**src/rtl/dc_exp_unit_pkg.sv**
```systemverilog
// Shared constants for the data-cache exception unit: cause codes,
// TLB flag bit positions, FSM state encoding and a width helper.
package dc_exp_pkg;

  // Exception cause codes presented to the ISR sequencer
  typedef logic [1:0] cause_t;
  localparam cause_t CAUSE_NONE = 2'b00;
  localparam cause_t CAUSE_PF   = 2'b01;
  localparam cause_t CAUSE_PROT = 2'b10;

  // TLB flag vector layout: {valid, present, rw}
  localparam int FLAG_W       = 3;
  localparam int FLAG_RW      = 0;
  localparam int FLAG_PRESENT = 1;
  localparam int FLAG_VALID   = 2;

  // Capture FSM states
  localparam logic [0:0] ST_IDLE = 1'b0;
  localparam logic [0:0] ST_PEND = 1'b1;

  // Channel-index width; a single channel still gets one bit
  function automatic int ch_idx_width(input int n);
    return (n > 1) ? $clog2(n) : 1;
  endfunction

endpackage

```
**src/rtl/dc_exp_unit_if.sv**
```systemverilog
// Exception handshake between the checker (master) and the ISR
// sequencer (slave): pending exception fields, ack and stall.
interface dc_exp_unit_if #(
  parameter int CH_W = 1
);
  logic            exc_valid;
  logic [1:0]      exc_cause;
  logic [CH_W-1:0] exc_ch;
  logic [31:0]     exc_addr;
  logic            exc_ack;
  logic            exc_stall;

  modport master (
    output exc_valid, exc_cause, exc_ch, exc_addr, exc_stall,
    input  exc_ack
  );

  modport slave (
    input  exc_valid, exc_cause, exc_ch, exc_addr, exc_stall,
    output exc_ack
  );
endinterface

```
**src/rtl/dc_exp_unit_tlb_lookup.sv**
```systemverilog
// Fully associative TLB match for one channel. An entry matches when it
// is valid and present and its vpn equals the request; lowest index wins.
module dc_tlb_lookup
  import dc_exp_pkg::*;
#(
  parameter int TLB_ENTRIES = 8,
  parameter int VPN_W       = 20
) (
  input  logic [VPN_W-1:0]              vpn,
  input  logic [TLB_ENTRIES*VPN_W-1:0]  tlb_vpn,
  input  logic [TLB_ENTRIES*VPN_W-1:0]  tlb_ppn,
  input  logic [TLB_ENTRIES*FLAG_W-1:0] tlb_flags,
  output logic                          hit,
  output logic [VPN_W-1:0]              ppn,
  output logic                          rw
);

  logic [TLB_ENTRIES-1:0] match;

  genvar gi;
  generate
    for (gi = 0; gi < TLB_ENTRIES; gi++) begin : g_match
      assign match[gi] = tlb_flags[gi*FLAG_W + FLAG_VALID]
                       & tlb_flags[gi*FLAG_W + FLAG_PRESENT]
                       & (tlb_vpn[gi*VPN_W +: VPN_W] == vpn);
    end
  endgenerate

  // Priority select: scan high to low so the lowest matching index lands last
  always_comb begin
    hit = 1'b0;
    ppn = '0;
    rw  = 1'b0;
    for (int i = TLB_ENTRIES - 1; i >= 0; i--) begin
      if (match[i]) begin
        hit = 1'b1;
        ppn = tlb_ppn[i*VPN_W +: VPN_W];
        rw  = tlb_flags[i*FLAG_W + FLAG_RW];
      end
    end
  end

endmodule

```
**src/rtl/dc_exp_unit.sv**
```systemverilog
// Data-cache exception unit: per-channel TLB translation, page-fault and
// segment-limit protection checks, registered flags, and a one-deep
// exception hold register handed to the ISR sequencer via valid/ack.
module dc_exp_unit
  import dc_exp_pkg::*;
#(
  parameter int NUM_CH      = 2,
  parameter int TLB_ENTRIES = 8,
  parameter int VPN_W       = 20,
  parameter int RD_OFS_BITS = 5,
  parameter int WR_OFS_BITS = 4
) (
  input  logic                           clk,
  input  logic                           rst_n,
  input  logic [NUM_CH-1:0]              ch_valid,
  input  logic [NUM_CH-1:0]              ch_is_wr,
  input  logic [NUM_CH*32-1:0]           ch_addr,
  input  logic [NUM_CH*32-1:0]           ch_offset,
  input  logic [NUM_CH*32-1:0]           ch_limit,
  input  logic                           isr,
  input  logic                           tlb_wr_en,
  input  logic [$clog2(TLB_ENTRIES)-1:0] tlb_wr_idx,
  input  logic [VPN_W-1:0]               tlb_wr_vpn,
  input  logic [VPN_W-1:0]               tlb_wr_ppn,
  input  logic [FLAG_W-1:0]              tlb_wr_flags,
  output logic [NUM_CH*VPN_W-1:0]        ch_ppn,
  output logic [NUM_CH-1:0]              ch_page_fault,
  output logic [NUM_CH-1:0]              ch_prot_exp,
  output logic                           dc_exp,
  dc_exp_unit_if.master                  exc_if
);

  localparam int CH_W = ch_idx_width(NUM_CH);

  // TLB storage; a CAM needs every entry visible at once, so these are flops
  logic [VPN_W-1:0]  tlb_vpn_reg   [TLB_ENTRIES];
  logic [VPN_W-1:0]  tlb_ppn_reg   [TLB_ENTRIES];
  logic [FLAG_W-1:0] tlb_flags_reg [TLB_ENTRIES];

  logic [TLB_ENTRIES*VPN_W-1:0]  tlb_vpn_flat;
  logic [TLB_ENTRIES*VPN_W-1:0]  tlb_ppn_flat;
  logic [TLB_ENTRIES*FLAG_W-1:0] tlb_flags_flat;

  // Per-channel combinational results
  logic [NUM_CH-1:0]       pf_next;
  logic [NUM_CH-1:0]       prot_next;
  logic [NUM_CH*VPN_W-1:0] ppn_next;

  // Registered channel outputs
  logic [NUM_CH-1:0]       pf_reg;
  logic [NUM_CH-1:0]       prot_reg;
  logic [NUM_CH*VPN_W-1:0] ppn_reg;
  logic                    dc_exp_reg;

  // Capture selection and hold register
  logic            cap_hit;
  logic [CH_W-1:0] cap_ch;
  cause_t          cap_cause;
  logic [31:0]     cap_addr;

  logic [0:0]      state_reg;
  logic            exc_valid_reg;
  cause_t          exc_cause_reg;
  logic [CH_W-1:0] exc_ch_reg;
  logic [31:0]     exc_addr_reg;

  // TLB load: lookups this cycle still see the old entry
  always_ff @(posedge clk or negedge rst_n) begin
    if (!rst_n) begin
      for (int i = 0; i < TLB_ENTRIES; i++) begin
        tlb_vpn_reg[i]   <= '0;
        tlb_ppn_reg[i]   <= '0;
        tlb_flags_reg[i] <= '0;
      end
    end else if (tlb_wr_en) begin
      tlb_vpn_reg[tlb_wr_idx]   <= tlb_wr_vpn;
      tlb_ppn_reg[tlb_wr_idx]   <= tlb_wr_ppn;
      tlb_flags_reg[tlb_wr_idx] <= tlb_wr_flags;
    end
  end

  genvar gi;
  generate
    for (gi = 0; gi < TLB_ENTRIES; gi++) begin : g_flat
      assign tlb_vpn_flat[gi*VPN_W +: VPN_W]     = tlb_vpn_reg[gi];
      assign tlb_ppn_flat[gi*VPN_W +: VPN_W]     = tlb_ppn_reg[gi];
      assign tlb_flags_flat[gi*FLAG_W +: FLAG_W] = tlb_flags_reg[gi];
    end

    for (gi = 0; gi < NUM_CH; gi++) begin : g_ch
      logic [31:0]      addr;
      logic [31:0]      offset;
      logic [31:0]      limit;
      logic [31:0]      rd_end;
      logic [31:0]      wr_end;
      logic             hit;
      logic             rw;
      logic [VPN_W-1:0] ppn;
      logic             rd_cross;
      logic             wr_cross;
      logic             unused_ofs;

      assign addr   = ch_addr[32*gi +: 32];
      assign offset = ch_offset[32*gi +: 32];
      assign limit  = ch_limit[32*gi +: 32];

      dc_tlb_lookup #(
        .TLB_ENTRIES (TLB_ENTRIES),
        .VPN_W       (VPN_W)
      ) u_lookup (
        .vpn       (addr[31 -: VPN_W]),
        .tlb_vpn   (tlb_vpn_flat),
        .tlb_ppn   (tlb_ppn_flat),
        .tlb_flags (tlb_flags_flat),
        .hit       (hit),
        .ppn       (ppn),
        .rw        (rw)
      );

      // Limit checks use the last byte the access may touch in its span
      assign rd_end   = {offset[31:RD_OFS_BITS], {RD_OFS_BITS{1'b1}}};
      assign wr_end   = {offset[31:WR_OFS_BITS], {WR_OFS_BITS{1'b1}}};
      assign rd_cross = rd_end > limit;
      assign wr_cross = wr_end > limit;

      // Low offset bits are replaced by ones and never looked at
      assign unused_ofs = ^{offset[RD_OFS_BITS-1:0], offset[WR_OFS_BITS-1:0]};

      assign pf_next[gi]   = ch_valid[gi] & ~hit;
      assign prot_next[gi] = ch_valid[gi] & ~isr &
                             (ch_is_wr[gi] ? (wr_cross | (hit & ~rw)) : rd_cross);
      assign ppn_next[gi*VPN_W +: VPN_W] = ppn;
    end
  endgenerate

  // Pick the lowest faulting channel; page fault outranks protection
  always_comb begin
    cap_hit   = 1'b0;
    cap_ch    = '0;
    cap_cause = CAUSE_NONE;
    cap_addr  = '0;
    for (int i = NUM_CH - 1; i >= 0; i--) begin
      if (pf_next[i] | prot_next[i]) begin
        cap_hit   = 1'b1;
        cap_ch    = CH_W'(i);
        cap_cause = pf_next[i] ? CAUSE_PF : CAUSE_PROT;
        cap_addr  = ch_addr[32*i +: 32];
      end
    end
  end

  // Per-channel flags and translations, registered every cycle
  always_ff @(posedge clk or negedge rst_n) begin
    if (!rst_n) begin
      pf_reg     <= '0;
      prot_reg   <= '0;
      ppn_reg    <= '0;
      dc_exp_reg <= 1'b0;
    end else begin
      pf_reg     <= pf_next;
      prot_reg   <= prot_next;
      ppn_reg    <= ppn_next;
      dc_exp_reg <= |{pf_next, prot_next};
    end
  end

  // Capture FSM: latch one exception, hold it until the sequencer acks
  always_ff @(posedge clk or negedge rst_n) begin
    if (!rst_n) begin
      state_reg     <= ST_IDLE;
      exc_valid_reg <= 1'b0;
      exc_cause_reg <= CAUSE_NONE;
      exc_ch_reg    <= '0;
      exc_addr_reg  <= '0;
    end else begin
      case (state_reg)
        ST_IDLE: begin
          if (cap_hit) begin
            state_reg     <= ST_PEND;
            exc_valid_reg <= 1'b1;
            exc_cause_reg <= cap_cause;
            exc_ch_reg    <= cap_ch;
            exc_addr_reg  <= cap_addr;
          end
        end
        ST_PEND: begin
          // A fault arriving with the ack is dropped; stall forces a replay
          if (exc_if.exc_ack) begin
            state_reg     <= ST_IDLE;
            exc_valid_reg <= 1'b0;
            exc_cause_reg <= CAUSE_NONE;
          end
        end
        default: begin
          state_reg     <= ST_IDLE;
          exc_valid_reg <= 1'b0;
          exc_cause_reg <= CAUSE_NONE;
        end
      endcase
    end
  end

  assign ch_page_fault    = pf_reg;
  assign ch_prot_exp      = prot_reg;
  assign ch_ppn           = ppn_reg;
  assign dc_exp           = dc_exp_reg;
  assign exc_if.exc_valid = exc_valid_reg;
  assign exc_if.exc_cause = exc_cause_reg;
  assign exc_if.exc_ch    = exc_ch_reg;
  assign exc_if.exc_addr  = exc_addr_reg;
  assign exc_if.exc_stall = exc_valid_reg | cap_hit;

endmodule

```
**src/flat_wrapper.sv**
```systemverilog
// flat-port wrapper written by rule: the top's interface ports become plain ports
module dc_exp_unit_flat import dc_exp_pkg::*;
#(
  parameter int NUM_CH      = 2,
  parameter int TLB_ENTRIES = 8,
  parameter int VPN_W       = 20,
  parameter int RD_OFS_BITS = 5,
  parameter int WR_OFS_BITS = 4
)
  (clk, rst_n, ch_valid, ch_is_wr, ch_addr, ch_offset, ch_limit, isr, tlb_wr_en, tlb_wr_idx, tlb_wr_vpn, tlb_wr_ppn, tlb_wr_flags, ch_ppn, ch_page_fault, ch_prot_exp, dc_exp, exc_if_exc_valid, exc_if_exc_cause, exc_if_exc_ch, exc_if_exc_addr, exc_if_exc_stall, exc_if_exc_ack);
  dc_exp_unit_if #(.CH_W(1)) exc_if_i ();
  input  logic clk;
  input  logic rst_n;
  input  logic [NUM_CH-1:0] ch_valid;
  input  logic [NUM_CH-1:0] ch_is_wr;
  input  logic [NUM_CH*32-1:0] ch_addr;
  input  logic [NUM_CH*32-1:0] ch_offset;
  input  logic [NUM_CH*32-1:0] ch_limit;
  input  logic isr;
  input  logic tlb_wr_en;
  input  logic [$clog2(TLB_ENTRIES)-1:0] tlb_wr_idx;
  input  logic [VPN_W-1:0] tlb_wr_vpn;
  input  logic [VPN_W-1:0] tlb_wr_ppn;
  input  logic [FLAG_W-1:0] tlb_wr_flags;
  output logic [NUM_CH*VPN_W-1:0] ch_ppn;
  output logic [NUM_CH-1:0] ch_page_fault;
  output logic [NUM_CH-1:0] ch_prot_exp;
  output logic dc_exp;
  output wire logic [$bits(exc_if_i.exc_valid)-1:0] exc_if_exc_valid;
  output wire logic [$bits(exc_if_i.exc_cause)-1:0] exc_if_exc_cause;
  output wire logic [$bits(exc_if_i.exc_ch)-1:0] exc_if_exc_ch;
  output wire logic [$bits(exc_if_i.exc_addr)-1:0] exc_if_exc_addr;
  output wire logic [$bits(exc_if_i.exc_stall)-1:0] exc_if_exc_stall;
  input wire logic [$bits(exc_if_i.exc_ack)-1:0] exc_if_exc_ack;
  assign exc_if_exc_valid = exc_if_i.exc_valid;
  assign exc_if_exc_cause = exc_if_i.exc_cause;
  assign exc_if_exc_ch = exc_if_i.exc_ch;
  assign exc_if_exc_addr = exc_if_i.exc_addr;
  assign exc_if_exc_stall = exc_if_i.exc_stall;
  assign exc_if_i.exc_ack = exc_if_exc_ack;
  dc_exp_unit #(.NUM_CH(NUM_CH), .TLB_ENTRIES(TLB_ENTRIES), .VPN_W(VPN_W), .RD_OFS_BITS(RD_OFS_BITS), .WR_OFS_BITS(WR_OFS_BITS)) u_core (.clk(clk), .rst_n(rst_n), .ch_valid(ch_valid), .ch_is_wr(ch_is_wr), .ch_addr(ch_addr), .ch_offset(ch_offset), .ch_limit(ch_limit), .isr(isr), .tlb_wr_en(tlb_wr_en), .tlb_wr_idx(tlb_wr_idx), .tlb_wr_vpn(tlb_wr_vpn), .tlb_wr_ppn(tlb_wr_ppn), .tlb_wr_flags(tlb_wr_flags), .ch_ppn(ch_ppn), .ch_page_fault(ch_page_fault), .ch_prot_exp(ch_prot_exp), .dc_exp(dc_exp), .exc_if(exc_if_i));
endmodule
```
**config.mk**
```make
export PLATFORM = sky130hd
export DESIGN_NAME = dc_exp_unit_flat
export DESIGN_NICKNAME = d
export VERILOG_FILES = /design/src/rtl/dc_exp_unit_pkg.sv /design/src/rtl/dc_exp_unit_if.sv /design/src/rtl/dc_exp_unit_tlb_lookup.sv /design/src/rtl/dc_exp_unit.sv /design/src/flat_wrapper.sv
export SDC_FILE = /design/constraint.sdc
export NUM_CORES = 1
export LEC_CHECK = 0
export BUFFER_PORTS_ARGS = -buffer_cell sky130_fd_sc_hd__buf_2
export CORE_AREA = 2 2 162 323
export DETAILED_ROUTE_END_ITERATION = 16
export DIE_AREA = 0 0 164 325
export PLACE_DENSITY = 0.76
export SYNTH_ARGS = -nofsm -noshare
export SYNTH_HDL_FRONTEND = slang
export SYNTH_HIERARCHICAL = 1
export SYNTH_SLANG_ARGS = --single-unit
```
**constraint.sdc**
```tcl
create_clock -name clk -period 9.4 [get_ports clk]
set_clock_uncertainty 0.15 [all_clocks]
set_input_delay 0.94 -clock clk [delete_from_list [all_inputs] [get_ports clk]]
set_output_delay 0.94 -clock clk [all_outputs]
set_load 0.02 [all_outputs]
```
* Word level (Yosys, flattened, before mapping)
Cells that the tools add are included.
Word-level totals: flip-flop bits (word level) 426, output and inout port bits 82, bits of input ports 247
Cells by class: equality and inequality tests 18, reductions and logical operators 4, mux-type cells 75, bitwise logic cells 44, magnitude comparators 6
Operators by type and width (count):
- 2-to-1 mux 20 bit | 17
- bitwise mux 160 bit | 2
- equality test 20 bit | 16
- > comparator 32 bit | 4
- 2-to-1 mux 32 bit | 2
- demux 20 bit (select 3 bit) | 1
- 2-to-1 mux 1 bit | 41
- bitwise AND 1 bit | 32
- bitwise mux 24 bit | 1
- 2-to-1 mux 2 bit | 6
- demux 3 bit (select 3 bit) | 1
- inverter 1 bit | 6
- bitwise OR 1 bit | 5
- greater-or-equal comparator 4 bit (second input constant) | 1
- less-than comparator 4 x 1 -> 1 bit (second input constant) | 1
- inverter 3 -> 4 bit | 1
- one-hot mux 1 bit (2 select lines) | 2
- one-hot mux 2 bit (2 select lines) | 1
- AND reduction 2 bit | 2
- OR reduction 4 bit | 1
- 2-to-1 mux 3 bit | 1
- inequality test 2 x 1 -> 1 bit (second input constant) | 1
- inequality test 2 bit (second input constant) | 1
- logical AND 1 bit | 1

* Longest topological paths before layout
Gate-level depths: netlist of the first run.
word-level depth 20, mapped depth 19, gate-level depth less buffers 15

* Cells and area by module
Netlist of the first run, hierarchy kept.
Modules (own cells, without submodules):
- dc_exp_unit | cells each 1206, times used 1, sequential area each 10660.2 µm², area an instance 17800.8 µm²
- dc_tlb_lookup | cells each 539, times used 2, sequential area each 0.0 µm², area an instance 3708.6 µm²

* Worst setup path after synthesis of the first run
Ideal clock, no wire load.
path type input -> output, from input port ch_addr[18], to output port exc_if_exc_stall, data required time 8310 ps, data arrival time 3997 ps, stages 16, path slack 4313 ps, buffers on the path 2, path through buf_2 -> xor2_1 -> nor4_1 -> nand4_1 -> nor3_2 -> clkbuf_1 -> o211ai_1 -> a21oi_1 -> a22o_1 -> nor2b_1 -> a21o_1 -> a211oi_1 -> o211ai_2 -> o21ai_4 -> nand3_1 -> or2_1
Between the ends: cells in the longest elaborated chain, start to end 18, elaborated cells between the ends (all ways) 42, classes of those cells eq/ne (8); mux (18); bitwise (16)
Ends and longest elaborated chain:
- from (decl) | RTL line flat_wrapper.sv:16 | input logic [NUM_CH*32-1:0] ch_addr;
- equality test 20 bit | RTL line dc_exp_unit_tlb_lookup.sv:25 | & (tlb_vpn[gi*VPN_W +: VPN_W] == vpn);
- bitwise AND 1 bit | RTL line dc_exp_unit_tlb_lookup.sv:25
- 2-to-1 mux 1 bit (7 in series) | RTL line dc_exp_unit_tlb_lookup.sv:35 | if (match[i]) begin
- 2-to-1 mux 1 bit * | RTL line dc_exp_unit_tlb_lookup.sv:35
- via u_core.g_ch[0].rw | RTL line dc_exp_unit.sv:97 | logic rw;
- inverter 1 bit * | RTL line dc_exp_unit.sv:131 | (ch_is_wr[gi] ? (wr_cross | (hit & ~rw)) : rd_cross);
- bitwise AND 1 bit * | RTL line dc_exp_unit.sv:131
- bitwise OR 1 bit * | RTL line dc_exp_unit.sv:131
- 2-to-1 mux 1 bit * | RTL line dc_exp_unit.sv:131
- bitwise AND 1 bit * | RTL line dc_exp_unit.sv:130 | assign prot_next[gi] = ch_valid[gi] & ~isr &
- bitwise OR 1 bit * | RTL line dc_exp_unit.sv:143 | if (pf_next[i] | prot_next[i]) begin
- 2-to-1 mux 1 bit * | RTL line dc_exp_unit.sv:143
- bitwise OR 1 bit * | RTL line dc_exp_unit.sv:211 | assign exc_if.exc_stall = exc_valid_reg | cap_hit;
- to (decl) | RTL line flat_wrapper.sv:33 | output wire logic [$bits(exc_if_i.exc_stall)-1:0] exc_if_exc_stall;
The timed path passes the listed nets; every way through them passes the cells marked *.

* Worst setup path in the final report of the first run
from input port ch_addr[12], to output port exc_if_exc_stall
The elaborated chain is that of the path after synthesis.

==> reports/results.ini, run 1 <==
[yosys]
async_flop_share_pct=100
post-synth-top-area-cell=dfrtp_1
synth_seq_cells=426
syn_inst=2284
syn_nets=2589
syn-mean-instance-area_um2=11.0
synth_edf_count=0
synth_top_area_share_pct=42.3
ys.flop_type=dfrtp_1
synth.most_common_cell=dfrtp_1
ys_top_cells_by_area=dfrtp_1, mux2_2, xor2_1
ys_warn_count=6
syn_area_mm2=0.0252
synthTopCellsByCount=dfrtp_1, mux2_2, xor2_1
synth_seq_area_share_pct=42.3
ys_types=71

[route]
drc_errors=0
drt_iter0_drc=1742
dr_total_vias=20400
drt-vias-per-instance=6.34
drt-wirelength-per-cell_um=26.5
drt-total-wl_um=85200
firstDrtPassIters=6
ant_nets=0

[global_route]
antenna_found_initial=6
grt_overflow=0
grt_first_pass_wirelength_um=128000
grt_max_degree=171
grt_pass1_vias=21600
track_usage_pct=31.7

[clock_tree]
clk_pin_slew_ns=0.06
root_buffer=clkbuf_16
cts_max_level=2
cts.path.max_buffers=3
cts.repair.resized=0
post-cts-setup-buffers=0
clk_latency_ns=0.56
ctsHoldBuffers=0
numCtsBuffers=40
cts_num_sinks=426
cts_tree=done

[placed_design]
io_buffers=320
dp_cells=3134
dp_slack_ns=2.82
globalplace.congestion=0.921
place_hpwl_um=58100
placed_area_mm2=0.0272

[critical_path]
critPathCaptureType=output port
reg2reg_from=u_core/tlb_vpn_flat[56]
r2r-end=u_core/exc_if.exc_addr[0]
worst-setup-path-type=input pin to output port
crit_fanout=45
startpoint_type=input pin
r2r_cells=16
arrival_ns=5.60
cp_data_required_time_ns=8.31
cp_common_cell=buf_2
ff2ff_setup_slack_ns=3.97
worst_path_largest_cell_delay_ns=0.85
cpMaxStageDelayCell=nor4_1
path_cells=buf_2 > xor2_1 > nor4_1 > nand4_1 > nor3_4 > buf_4 > o211ai_1 > a21oi_1 > a22o_1 > nor2b_1 > a21o_1 > a211oi_1 > o211ai_2 > o21ai_4 > nand3_1 > or2_1 > buf_2

[power_and_ir_drop]
power.total_w=0.00548
peakVddDrop_uv=216
p_per_area_mw_per_mm2=192
p_leak_nw=12.5

[layout]
area_growth_pct=13.3
nets=2827
stdcell_area_mm2=0.0286
instances_no_fill=3212
n_fill_cell=4259
drive_gt1_share_pct=34.3

[sta]
post-route-period-util_pct=71.1
rsz0062_at_grt=no
hold_viol=0
clock.fmax_mhz=150
drv_slew=0
tightestPinTransition_ns=1.16
finalSetupViolCount=0
worst_slack_ns=2.71
fin_setup_tns_ns=0
period_needed_ns=6.69
slew_headroom_pct=22.2

[floorplan]
coreArea_mm2=0.0508
die_x_um=164
fp.dieArea_mm2=0.0533
ios=329
std_cell_rows=117
die_h_um=325
start_util_pct=49.6

[flow_run]
maxCapViolations=0

[hold_path]
hp-class=input pin to async pin

[status]
status=complete, no violations

-- critical path: cells and delay by family --
kind	cells	cell delay [ns]
buffers and inverters	3	1.02
xor gates and xnor gates	1	0.13
AOI/OAI and AO/OA	7	1.49
and+or+nand+nor	6	1.98
-- where the power goes --
| group | total (W) | switching [W] | internal, W |
|---|---|---|---|
| sequential | 0.00255 | 0.000352 | 0.00220 |
| combinational | 0.00119 | 0.000598 | 0.000591 |
| clock | 0.00174 | 0.000744 | 0.000998 |
| total | 0.00548 | 0.00169 | 0.00379 |
-- final cells by class --
| class | count | area, µm² | share of cell area [%] |
|---|---|---|---|
| clock inverters | 20 | 246 | 0.862 |
| diodes | 5 | 12.5 | 0.0438 |
| well taps | 654 | 818 | 2.86 |
| repair buffers | 356 | 1890 | 6.63 |
| flip-flops and latches | 426 | 10700 | 37.3 |
| inverters | 132 | 500 | 1.75 |
| clock buffers | 53 | 1140 | 3.99 |
| multi-input cells | 1566 | 13300 | 46.6 |
-- routing by layer --
layer  wire length (µm)  vias to the layer above  global-route usage, %
met4               6300                        2                   21.1
met1              29500                    10100                   36.0
met3               6540                      373                   4.67
met5                  8                        -                      0
li1                   -                     8670                      -
met2              42900                     1237                   54.6
-- cells in the final DEF, fill, tap and decap left out, types with 50 or more instances in the layout --
| cell type | netlist | layout |
|---|---|---|
| a21oi_1 | 50 | 50 |
| buf_2 | 48 | 319 |
| dfrtp_1 | 426 | 426 |
| ha_1 | 58 | 58 |
| inv_1 | 129 | 129 |
| mux2_2 | 344 | 344 |
| nand2_1 | 106 | 106 |
| nand3_1 | 63 | 63 |
| nand4_1 | 54 | 54 |
| xnor2_1 | 126 | 126 |
| xor2_1 | 194 | 194 |
-- metrics by stage --
step                      hold slack, ns  utilization, %
after detailed placement           0.356            53.5
final                              0.301            56.3
after global placement             0.344            53.5
after floorplan                    0.335               -
after CTS                          0.362            56.2
after global routing               0.386            56.3
-- worst max path at each step --
stage | cells past startpoint | endpoint | startpoint
2_1_floorplan | 16 | exc_if_exc_stall | ch_addr[18]
5_1_grt | 17 | exc_if_exc_stall | ch_addr[12]
3_5_place_dp | 17 | exc_if_exc_stall | ch_addr[12]
4_1_cts | 17 | exc_if_exc_stall | ch_addr[12]
6_report | 17 | exc_if_exc_stall | ch_addr[12]
3_3_place_gp | 16 | exc_if_exc_stall | ch_addr[56]
-- kinds of logic (layout without fill, tap and decap cells) --
kind of cell	count (synthesis)	count (layout)	share of synthesized area, %
simple gates	457	457	9.94
mux	346	346	15.4
flops	426	426	42.3
buf+inv	292	561	5.32
fa+ha+maj	58	58	2.88
other cells	0	5	0
xor+xnor	320	320	11.1
compound gates	385	385	13.0
(Power assumes the default switching activity.)
==> run 2, diff against run 1 <==
--- a/config.mk
+++ b/config.mk
@@ -5,11 +5,12 @@
 export SDC_FILE = /design/constraint.sdc
 export NUM_CORES = 1
 export LEC_CHECK = 0
+export ABC_AREA = 1
 export BUFFER_PORTS_ARGS = -buffer_cell sky130_fd_sc_hd__buf_2
-export CORE_AREA = 2 2 162 323
+export CORE_AREA = 2 2 164 327
 export DETAILED_ROUTE_END_ITERATION = 16
-export DIE_AREA = 0 0 164 325
-export PLACE_DENSITY = 0.76
+export DIE_AREA = 0 0 166 329
+export PLACE_DENSITY = 0.79
 export SYNTH_ARGS = -nofsm -noshare
 export SYNTH_HDL_FRONTEND = slang
 export SYNTH_HIERARCHICAL = 1
==> constraint.sdc (replaced) <==
create_clock -name clk -period 5.6 [get_ports clk]
set_clock_uncertainty 0.15 [all_clocks]
set_input_delay 0.56 -clock clk [delete_from_list [all_inputs] [get_ports clk]]
set_output_delay 0.56 -clock clk [all_outputs]
set_load 0.02 [all_outputs]
==> reports/results.ini, run 2 <==
[status]
status=complete, no violations  ; unchanged

[layout]
final_cell_mix=nand2_1, dfrtp_1, nor2_1, o21ai_0, inv_1  ; was dfrtp_1, mux2_2, buf_2, xor2_1, inv_1
area_growth_pct=13.2  ; was 13.3%
nets=4301  ; was 2827
final_common_cell=nand2_1  ; was dfrtp_1
n_fill_cell=4958  ; was 4259
register_area_mm2=0.0107  ; unchanged
multi_input_area_mm2=0.0129  ; was 0.0133 mm²
drive_gt1_share_pct=13.6  ; was 34.3%
stdcell_area_mm2=0.0293  ; was 0.0286 mm²

[floorplan]
std_cell_rows=119  ; was 117
fp.dieArea_mm2=0.0546  ; was 0.0533 mm²
coreArea_mm2=0.0523  ; was 0.0508 mm²
start_util_pct=49.4  ; was 49.6%
ios=329  ; unchanged
die_x_um=166  ; was 164 µm
die_h_um=329  ; was 325 µm

[global_route]
grt_first_pass_wirelength_um=148000  ; was 128000 µm
grt_overflow=0  ; unchanged
grt_busiest_layer=met2  ; unchanged
antenna_found_initial=5  ; was 6
grt_max_degree=157  ; was 171
gr-usage-met3_pct=5.90  ; was 4.67%
grt_pass1_vias=24200  ; was 21.6k
grtUsageMet1_pct=47.4  ; was 36.0%
met2_usage_pct=56.9  ; was 54.6%
track_usage_pct=35.6  ; was 31.7%

[placed_design]
io_buffers=320  ; unchanged
dp_slack_ns=0.876  ; was 2.82 ns
globalplace.congestion=1.01  ; was 0.921
place_hpwl_um=69600  ; was 58100 µm
placed_area_mm2=0.0278  ; was 0.0272 mm²

[critical_path]
worst-setup-path-type=flip-flop to output port  ; was input pin to output port
critPathCaptureType=output port  ; unchanged
cp_data_required_time_ns=4.89  ; was 8.31 ns
arrival_ns=4.15  ; was 5.60 ns
startpoint_type=flip-flop  ; was input pin
crit_fanout=14  ; was 45
ff2ff_setup_slack_ns=1.43  ; was 3.97 ns
r2r_cells=25  ; was 16

[clock_tree]
cts.path.max_buffers=3  ; unchanged
cts_max_level=2  ; unchanged
root_buffer=clkbuf_16  ; unchanged
clk_latency_ns=0.59  ; was 0.56 ns
cts.repair.resized=0  ; unchanged
numCtsBuffers=41  ; was 40
cts_num_sinks=426  ; unchanged
clk_pin_slew_ns=0.07  ; was 0.06 ns
cts_tree=done  ; unchanged
post-cts-setup-buffers=0  ; unchanged

[power_and_ir_drop]
peakVddDrop_uv=322  ; was 216 µV
power.total_w=0.00948  ; was 0.00548 W
p_leak_nw=15.9  ; was 12.5 nW
p_per_area_mw_per_mm2=324  ; was 192 mW/mm²

[route]
drt_iter0_drc=3549  ; was 1742
drt-vias-per-instance=5.59  ; was 6.34
drt-wirelength-per-cell_um=21.2  ; was 26.5 µm
drt-total-wl_um=99700  ; was 85200 µm
dr_total_vias=26300  ; was 20.4k
firstDrtPassIters=7  ; was 6
drc_errors=0  ; unchanged
ant_nets=0  ; unchanged

[yosys]
synth_seq_area_share_pct=41.3  ; was 42.3%
ys_top_cells_by_area=dfrtp_1, nand2_1, o21ai_0  ; was dfrtp_1, mux2_2, xor2_1
synth_edf_count=0  ; unchanged
synthTopCellsByCount=nand2_1, dfrtp_1, nor2_1  ; was dfrtp_1, mux2_2, xor2_1
syn_nets=4058  ; was 2589
ys_warn_count=6  ; unchanged
post-synth-top-area-cell=dfrtp_1  ; unchanged
synth_seq_cells=426  ; unchanged
ys.flop_type=dfrtp_1  ; unchanged
async_flop_share_pct=100  ; unchanged
synth.most_common_cell=nand2_1  ; was dfrtp_1
ys_types=41  ; was 71
syn_area_mm2=0.0258  ; was 0.0252 mm²
syn_inst=3753  ; was 2284
synth_top_area_share_pct=41.3  ; was 42.3%
syn-mean-instance-area_um2=6.89  ; was 11.0 µm²

[hold_path]
hp-class=input pin to flip-flop  ; was input pin to async pin
whs_path_depth=2

[sta]
post-route-period-util_pct=86.7
finalSetupViolCount=0  ; unchanged
clock.fmax_mhz=206
period_needed_ns=4.86
tightestPinTransition_ns=1.11  ; was 1.16 ns
drv_slew=0  ; unchanged
worst_slack_ns=0.745  ; was 2.71 ns
hold_viol=0  ; unchanged
rsz0062_at_grt=no  ; unchanged
fin_setup_tns_ns=0  ; unchanged
slew_headroom_pct=26.0  ; was 22.2%

[flow_run]
maxCapViolations=0  ; unchanged

==> run 2: cell types whose count changed in the layout (fill, tap and decap cells not counted), moves of 66 or more <==
| cell | previous run | this run |
|---|---|---|
| nor2_1 | 39 | 385 |
| a21oi_1 | 50 | 170 |
| o21ai_0 | 43 | 381 |
| mux2_2 | 344 | 0 |
| xnor2_1 | 126 | 60 |
| inv_1 | 129 | 347 |
| nand2_1 | 106 | 1385 |
| xor2_1 | 194 | 26 |
==> run 2: area by class of cell <==
| class | instances | share of cell area, % |
|---|---|---|
| inverter | 375 | 4.81 |
| sequential | 426 | 36.4 |
| tap | 665 | 2.84 |
| clock inverter | 26 | 1.01 |
| clock buffer | 49 | 3.78 |
| multi-input combinational | 2782 | 44.2 |
| antenna | 2 | 0.0171 |
| timing repair buffer | 370 | 6.93 |
==> run 2: layer usage <==
layer / wire length (µm) / part of all wire [%]
met5: 11 / 0.011
met4: 5430 / 5.4
met3: 10500 / 10
met2: 45300 / 45
met1: 38500 / 39
==> run 2: cell families after synthesis <==
kind of cell	share of synthesized area, %
AOI/OAI and AO/OA	13.0
and+or+nand+nor	31.1
buffers and inverters	8.88
DFF	41.3
adders and majority gates	2.81
xor gates and xnor gates	2.91
==> run 2: what timing repair did <==
action | 4_1_cts | 5_1_grt
endpoints found under the hold margin | 85 | 0
hold buffers | 1 | 0
setup endpoints to repair | 0 | 0
==> run 2: power breakdown <==
group	switching [W]	leakage (nW)	internal [W]	total, W
Combinational	0.00144	9.86	0.000809	0.00225
Clock	0.00132	0.697	0.00166	0.00297
Sequential	0.000593	5.35	0.00367	0.00426
Total	0.00334	15.9	0.00614	0.00948
==> run 2: per-stage QoR <==
| stage | utilization (%) | hold WS [ns] | std cells |
|---|---|---|---|
| 6_report | 56.0 | 0.0187 | 4695 |
| 5_1_grt | 56.0 | 0.0199 | 4694 |
| 4_1_cts | 56.0 | 0.0135 | 4693 |
| 3_5_place_dp | 53.3 | 0.311 | 4617 |
| 3_3_place_gp | 53.3 | 0.302 | 4617 |
| 2_1_floorplan | - | 0.114 | 3753 |
==> run 2: path summary, 6_finish.rpt <==
path | start | to
worst max-delay path | u_core/tlb_vpn_flat[99] | exc_if_exc_stall
worst min-delay path | exc_if_exc_ack | u_core/state_reg
worst max register to register | u_core/tlb_vpn_flat[99] | u_core/exc_if.exc_addr[31]
worst min register to register | u_core/exc_if.exc_addr[8] | u_core/exc_if.exc_addr[8]
max in group asynchronous | rst_n | u_core/tlb_ppn_flat[25]
min in group asynchronous | rst_n | u_core/tlb_vpn_flat[32]
==> run 2: critical path, stage by stage (launching register included) <==
cell,delay [ns]
dfrtp_1,0.47
inv_1,0.09
nand2_1,0.06
nand2_1,0.06
nor2_1,0.08
nand2_1,0.05
nor2_1,0.48
nand3_2,0.58
buf_4,0.39
nor2_1,0.10
nor2_1,0.05
nand2_1,0.06
nand2_1,0.05
nand2_1,0.06
nand2_1,0.07
nor2_1,0.11
buf_4,0.17
nor2_1,0.05
nand2_1,0.10
nand3_4,0.11
nand3b_4,0.10
or2_2,0.10
buf_2,0.16
